==> config.mk <==
export PLATFORM = sky130hd
export DESIGN_NAME = display_scan_4digit
export DESIGN_NICKNAME = d
export VERILOG_FILES = /design/src/rtl/display_scan_4digit.sv
export SDC_FILE = /design/constraint.sdc
export NUM_CORES = 1
export LEC_CHECK = 0
export ABC_CLOCK_PERIOD_IN_PS = 3400
export BUFFER_PORTS_ARGS = -buffer_cell sky130_fd_sc_hd__buf_2
export CAP_MARGIN = 10
export CORE_MARGIN = 3
export CORE_UTILIZATION = 40
export CTS_BUF_LIST = sky130_fd_sc_hd__clkbuf_8
export DETAILED_ROUTE_END_ITERATION = 16
export PLACE_DENSITY_LB_ADDON = 0.08
export RECOVER_POWER = 50
export SLEW_MARGIN = 20
export SYNTH_ARGS = -nofsm -noshare
export SYNTH_HDL_FRONTEND = slang
export SYNTH_SLANG_ARGS = --single-unit
==> constraint.sdc <==
create_clock -name clk -period 3.4 [get_ports clk]
set_input_delay 0.68 -clock clk [delete_from_list [all_inputs] [get_ports clk]]
set_output_delay 0.68 -clock clk [all_outputs]
set_load 0.05 [all_outputs]
==> src/rtl/display_scan_4digit.sv <==
// display_scan_4digit
//
// Time-multiplexed driver for a 4-digit display that shares one
// 4-bit-to-7-segment decoder. A 16-bit hex value and four decimal points
// are loaded over a valid/ready handshake into a pending buffer. The buffer
// is copied to the active register only at a frame boundary, so a frame
// never shows a mix of old and new digits. Each digit is held for PRESCALE
// clocks. With BLANK_LZ set, high-order digits that are zero and carry no
// decimal point (together with everything above them) are suppressed.
//
// Parameters:
//   PRESCALE      clocks each digit is held (1..65535)
//   BLANK_LZ      nonzero enables leading-zero blanking
//
// Ports:
//   clk           system clock, rising-edge
//   rst           synchronous active-high reset
//   load_valid    upstream offers load_data/load_dp
//   load_ready    pending buffer is empty and can take a load
//   load_data     hex value, [3:0] is digit 0 (rightmost)
//   load_dp       decimal point per digit, bit i for digit i
//   digit_nibble  raw nibble of the current digit (to decoder a..d)
//   digit_sel     one-hot digit enable, 0 while blanked
//   digit_dp      decimal point of the current digit, 0 while blanked
//   digit_blank   current digit is suppressed
//   frame_done    high during the last cycle of digit 3's slot

module display_scan_4digit #(
  parameter int unsigned PRESCALE = 4,
  parameter int unsigned BLANK_LZ = 1
) (
  input  logic        clk,
  input  logic        rst,
  input  logic        load_valid,
  output logic        load_ready,
  input  logic [15:0] load_data,
  input  logic [3:0]  load_dp,
  output logic [3:0]  digit_nibble,
  output logic [3:0]  digit_sel,
  output logic        digit_dp,
  output logic        digit_blank,
  output logic        frame_done
);

  localparam logic [15:0] PC_MAX = 16'(PRESCALE - 1);
  localparam logic        LZ_EN  = (BLANK_LZ != 0);

  // Registered state
  logic [15:0] pc_q, pc_d;
  logic [1:0]  idx_q, idx_d;
  logic [15:0] act_data_q, act_data_d;
  logic [3:0]  act_dp_q, act_dp_d;
  logic [15:0] pend_data_q, pend_data_d;
  logic [3:0]  pend_dp_q, pend_dp_d;
  logic        pending_full_q, pending_full_d;

  // Scan timing and handshake decode
  logic tick;
  logic frame_end;
  logic xfer;

  // Blanking helpers: zero_from_N means digits N..3 are all zero with no dp
  logic zero_from3;
  logic zero_from2;
  logic zero_from1;
  logic blank_now;
  logic [3:0] nibble_now;
  logic       dp_now;

  always_comb begin
    tick      = (pc_q == PC_MAX);
    frame_end = tick && (idx_q == 2'd3);
    xfer      = load_valid && !pending_full_q;
  end

  // Next-state logic. A load and a frame-end swap can never collide on the
  // pending register: a load needs it empty, a swap needs it full. So the
  // active register always receives data that was accepted on an earlier
  // edge, which is what keeps a simultaneous load out of the current swap.
  always_comb begin
    pc_d           = pc_q;
    idx_d          = idx_q;
    act_data_d     = act_data_q;
    act_dp_d       = act_dp_q;
    pend_data_d    = pend_data_q;
    pend_dp_d      = pend_dp_q;
    pending_full_d = pending_full_q;

    if (tick) begin
      pc_d  = 16'd0;
      idx_d = idx_q + 2'd1;
    end else begin
      pc_d = pc_q + 16'd1;
    end

    if (frame_end && pending_full_q) begin
      act_data_d     = pend_data_q;
      act_dp_d       = pend_dp_q;
      pending_full_d = 1'b0;
    end

    if (xfer) begin
      pend_data_d    = load_data;
      pend_dp_d      = load_dp;
      pending_full_d = 1'b1;
    end
  end

  always_ff @(posedge clk) begin
    if (rst) begin
      pc_q           <= 16'd0;
      idx_q          <= 2'd0;
      act_data_q     <= 16'd0;
      act_dp_q       <= 4'd0;
      pend_data_q    <= 16'd0;
      pend_dp_q      <= 4'd0;
      pending_full_q <= 1'b0;
    end else begin
      pc_q           <= pc_d;
      idx_q          <= idx_d;
      act_data_q     <= act_data_d;
      act_dp_q       <= act_dp_d;
      pend_data_q    <= pend_data_d;
      pend_dp_q      <= pend_dp_d;
      pending_full_q <= pending_full_d;
    end
  end

  // A digit counts as a leading zero only if it and every digit to its left
  // are zero and none of them carries a decimal point, so a lone dp on a
  // high digit keeps that digit and everything below it visible.
  always_comb begin
    zero_from3 = (act_data_q[15:12] == 4'h0) && !act_dp_q[3];
    zero_from2 = zero_from3 && (act_data_q[11:8] == 4'h0) && !act_dp_q[2];
    zero_from1 = zero_from2 && (act_data_q[7:4] == 4'h0) && !act_dp_q[1];
  end

  always_comb begin
    nibble_now = act_data_q[3:0];
    dp_now     = act_dp_q[0];
    blank_now  = 1'b0;
    unique case (idx_q)
      2'd0: begin
        nibble_now = act_data_q[3:0];
        dp_now     = act_dp_q[0];
        blank_now  = 1'b0;
      end
      2'd1: begin
        nibble_now = act_data_q[7:4];
        dp_now     = act_dp_q[1];
        blank_now  = LZ_EN && zero_from1;
      end
      2'd2: begin
        nibble_now = act_data_q[11:8];
        dp_now     = act_dp_q[2];
        blank_now  = LZ_EN && zero_from2;
      end
      2'd3: begin
        nibble_now = act_data_q[15:12];
        dp_now     = act_dp_q[3];
        blank_now  = LZ_EN && zero_from3;
      end
      default: begin
        nibble_now = act_data_q[3:0];
        dp_now     = act_dp_q[0];
        blank_now  = 1'b0;
      end
    endcase
  end

  // The nibble is passed through even when blanked; only the digit enable
  // and decimal point are forced off.
  always_comb begin
    load_ready   = !pending_full_q;
    frame_done   = frame_end;
    digit_nibble = nibble_now;
    digit_blank  = blank_now;
    digit_sel    = blank_now ? 4'b0000 : (4'b0001 << idx_q);
    digit_dp     = blank_now ? 1'b0 : dp_now;
  end

endmodule

## Yosys cells after proc, flatten, opt, wreduce, memory -nomap -nowiden

Index checks and enable logic that the tools add are counted.

- Shifts and indexed selects: 1
- Add/sub/neg operators: 2
- Eq/ne operators: 4
- Reductions and logical operators: 18
- Mux-type cells: 7

Operators by type and width:

| cell | number |
|---|---|
| adder 16 x 1 -> 16 bit, second input constant | 1 |
| equality test 16 x 2 -> 1 bit, second input constant | 1 |
| case mux 4 bit (4 select lines) | 1 |
| logical NOT 4 bit | 3 |
| logical AND 1 bit | 8 |
| case mux 1 bit (4 select lines) | 2 |
| equality test 2 bit, second input constant | 2 |
| logical NOT 1 bit | 4 |
| 2-to-1 mux 4 bit | 1 |
| << shifter 1 x 2 -> 4 bit, first input constant | 1 |
| 2-to-1 mux 1 bit | 3 |
| adder 2 x 1 -> 2 bit, second input constant | 1 |
| equality test 2 x 1 -> 1 bit, second input constant | 1 |
| logical NOT 2 bit | 1 |
| nonzero test 2 bit | 1 |
| OR reduction 2 bit | 1 |

- Output and inout port bits: 12
- Word-level logic and storage cells: 39
- Bits in registers: 59
- Bits of input ports: 23

## Logic depth before layout (Yosys ltp)

- Depth after elaboration: 8
- Gate-level depth with buffers: 7
- Depth with buffers taken out: 5

## Worst setup path before layout

No wires, ideal clock.

- Kind: register -> output
- Start: register idx_q[0]
- End: output digit_sel[3]
- Buffers on the path: 1
- Arrival time: 2.200 ns
- Path slack: 0.520 ns
- Data required time: 2.720 ns
- Cell stages (with the launch flop): 6
- Path through: dfxtp_1 inv_1 ha_1 clkbuf_1 nor2_1 a31oi_1

- Longest elaborated chain between the ends: 3
- Elaborated cells on any way between the ends: 7
- Classes of those cells: eq/ne (3); shift (1); mux (2); reduce/logical (1)

Ends and longest elaborated chain:

| item | RTL line | text |
|---|---|---|
| start: declaration | 50 | `logic [1:0] idx_q, idx_d;` |
| start signal: assignment | 120 | `idx_q <= idx_d;` |
| equality test 2 bit (tied with other cells) | 142 | `unique case (idx_q)` |
| case mux 1 bit (4 select lines) | 142 |  |
| 2-to-1 mux 4 bit (*) | 178 | `digit_sel = blank_now ? 4'b0000 : (4'b0001 << idx_q);` |
| end: declaration | 39 | `output logic [3:0] digit_sel,` |

Mark *: on every way between the ends. The rest lies on a longest branch, timed or not.

## Worst setup path after layout

- Start: register pc_q[0]
- End: output frame_done

- Longest elaborated chain between the ends: 2

Ends and longest elaborated chain:

| item | RTL line | text |
|---|---|---|
| start: declaration | 49 | `logic [15:0] pc_q, pc_d;` |
| start signal: assignment | 119 | `pc_q <= pc_d;` |
| equality test 16 x 2 -> 1 bit | 71 | `tick = (pc_q == PC_MAX);` |
| logical AND 1 bit | 72 | `frame_end = tick && (idx_q == 2'd3);` |
| end: declaration | 42 | `output logic frame_done` |

Every way passes these cells.

==> impl_metrics.yaml <==
timing:
  slew_violations: 0
  finalCriticalPeriod_ps: 2690
  setup_tns_ps: 0
  post-route-period-util: 0.792
  max_slew.worst_pin.slew_ps: 692
  hold_viol: 0
  finalSetupViolations: 0
  clock_skew_ps: 10.1
  max_slew_margin: 0.537
  rsz0062_at_grt: "false"
  fmax_mhz: 371
setup_path:
  cpMaxStageDelayCell: "dfxtp_1"
  cp_num_cells: 5
  slowest_delay_ps: 380
  r2r_setup_slack_ps: 1310
  start_kind: "flop"
  cp_top_family: "simple AND/OR/NAND/NOR gates"
  cp.arrival_ps: 2010
  reg2regPathDepth: 6
  cp_cell_sequence: "ha_1 > nor4b_1 > nand4_1 > nor2_1 > buf_2"
  cp_max_fo: 5
  cp-end-kind: "output pin"
  path_buf_inv: 1
  crit_type: "flop to output pin"
  required_ps: 2720
power_and_ir_drop:
  seq_power_share: 0.446
  power_frac_comb: 0.068
  power.density_nw_per_um2: 516
  p_sw_frac: 0.212
  ir_worst_vdd_v: 0.000277
  intPower_w: 0.00128
  power_switching_w: 0.000344
  clkPwrFrac: 0.486
  p_leak_nw: 1.16
clock_network:
  clock_path_buffers: 2
  cts_setup_buffers: 0
  cts_tree: "built"
  clockRootBuffer: "clkbuf_8"
  numCtsBuffers: 9
  cts_hold_buf: 0
  cts_resized: 0
  clk_pin_slew_ps: 70
  insertion_delay_ps: 330
  cts_sinks: 59
  cts.htree.levels: 3
route:
  drt_iter0_drc: 72
  drc: 0
  vias_per_cell: 4.92
  vias: 2066
  ant_nets: 0
  dr.pass1.iters: 6
  post_drt_wl_per_cell_um: 13.3
  drt_wl_total_um: 5570
final_layout:
  num_antenna_cells: 0
  final_cell_mix: "59 x dfxtp_1, 45 x nand2_1, 41 x nand2b_1"
  final_common_cell: "dfxtp_1"
  nFillCells: 666
  drive_above_1_share: 0.160
  final_core_util: 0.486
  syn2layout_area_growth_pct: 15.7
  nets: 367
  fin_area_um2: 3140
floorplan:
  start_util: 0.420
  fp.dieArea_um2: 7810
  ioPinCount: 35
  rows: 29
  core_um2: 6460
  fp.dieH_um: 88.4
  die_x_um: 88.4
synth:
  netlist_instances: 308
  syn_avg_cell_area_um2: 8.82
  synth_area_leaders: "dfxtp_1 44%, nand2b_1 9.4%, mux2i_1 9.2%"
  syn_area_um2: 2720
  seq_area_frac_synth: 0.435
  synth-seq-cells: 59
  yosysTopAreaCell: "dfxtp_1"
  mappedNetlistNets: 336
  yosysTopAreaCellShare: 0.435
  yosys_warnings: 0
  ys_types: 28
grt:
  grt_pass1_wl_um: 9270
  grt_max_degree: 63
  grt.total_usage: 0.155
  antenna_found_initial: 0
  first_global_vias: 1963
  grt_overflow_total: 0
run:
  drv_cap: 0
outcome:
  outcome: "finished clean"
placement:
  io_buffer_count: 34
  dp_hpwl_um: 3850
  gp_congestion: 0.756
  dpl-instance-area_um2: 2920
min_path:
  min_path_cells: 2
  worstHoldPathType: "flop to flop"
==> final timing paths <==
path / endpoint / from
min reg2reg: pend_dp_q[1] / pend_dp_q[1]
max: frame_done / pc_q[0]
min: pend_dp_q[1] / pend_dp_q[1]
max reg2reg: act_data_q[6] / pc_q[0]
==> through the flow <==
stage | hold slack [ps] | instances | setup slack (ps) | power [W]
3_3_place_gp | 446 | 405 | 1180 | 0.000851
3_5_place_dp | 449 | 405 | 1120 | 0.000852
6_report | 456 | 420 | 706 | 0.00162
5_1_grt | 476 | 420 | 568 | 0.00169
4_1_cts | 458 | 420 | 745 | 0.00165
2_1_floorplan | 430 | 308 | 520 | 0.000821
==> state kept, by name, summed over array words and instances (netlist names) <==
signal / cells
act_data_q: 16
pc_q: 16
pend_data_q: 16
act_dp_q: 4
pend_dp_q: 4
idx_q: 2
pending_full_q: 1
==> layout make-up <==
type	instances	area, um^2	share of cell area
multi-input cells	219	1370	0.437
flip-flops and latches	59	1180	0.376
repair buffers	37	191	0.0610
clock buffers	11	151	0.0482
clock inverters	4	97.6	0.0311
well taps	77	96.3	0.0307
inverters	13	48.8	0.0155
==> synthesized netlist by cell type <==
library cell / count
a21oi_1: 21
a222oi_1: 5
a31o_2: 1
a31oi_1: 1
buf_2: 2
buf_6: 2
clkbuf_1: 13
dfxtp_1: 59
ha_1: 5
inv_1: 13
mux2i_1: 25
nand2_1: 45
nand2b_1: 41
nand3_1: 6
nand4_1: 3
nand4_4: 1
nor2_1: 29
nor2b_1: 1
nor3_1: 6
nor3_4: 1
nor4_1: 5
nor4_4: 2
nor4b_4: 1
o21a_1: 3
o21ai_0: 1
or4_1: 1
xnor2_1: 14
xor2_1: 1
==> power groups by stage <==
stage,logic [W],registers [W],clock network (W)
floorplan,0.0000852,0.000735,0
global route,0.000124,0.000725,0.000837
detailed placement,0.000114,0.000739,0
global placement,0.000113,0.000738,0
CTS,0.000115,0.000723,0.000808
finish,0.000110,0.000723,0.000788
==> layer usage <==
metal	part of all wire	GRT usage	vias up	routed length [um]
li1	-	-	1082	-
met1	0.51	0.215	939	2860
met2	0.44	0.227	43	2450
met3	0.040	0.0540	2	224
met4	0.0052	0.0453	0	29
met5	0	0	-	0
==> cells by family (layout without fill, tap and decap cells) <==
| kind of cell | count (synthesis) | count (layout) | share of synthesized area |
|---|---|---|---|
| and+or+nand+nor | 142 | 142 | 0.281 |
| DFF | 59 | 59 | 0.435 |
| AOI/OAI and AO/OA | 32 | 32 | 0.0728 |
| buffers and inverters | 30 | 65 | 0.0479 |
| muxes | 25 | 25 | 0.0922 |
| xor gates and xnor gates | 15 | 15 | 0.0484 |
| adders and majority gates | 5 | 5 | 0.0230 |
==> worst min-delay path, stage by stage, from the launching register on <==
cell and delay, ps:
dfxtp_1 310, nand2_1 50, a21oi_1 50
Power figures use the tool's default switching activity.
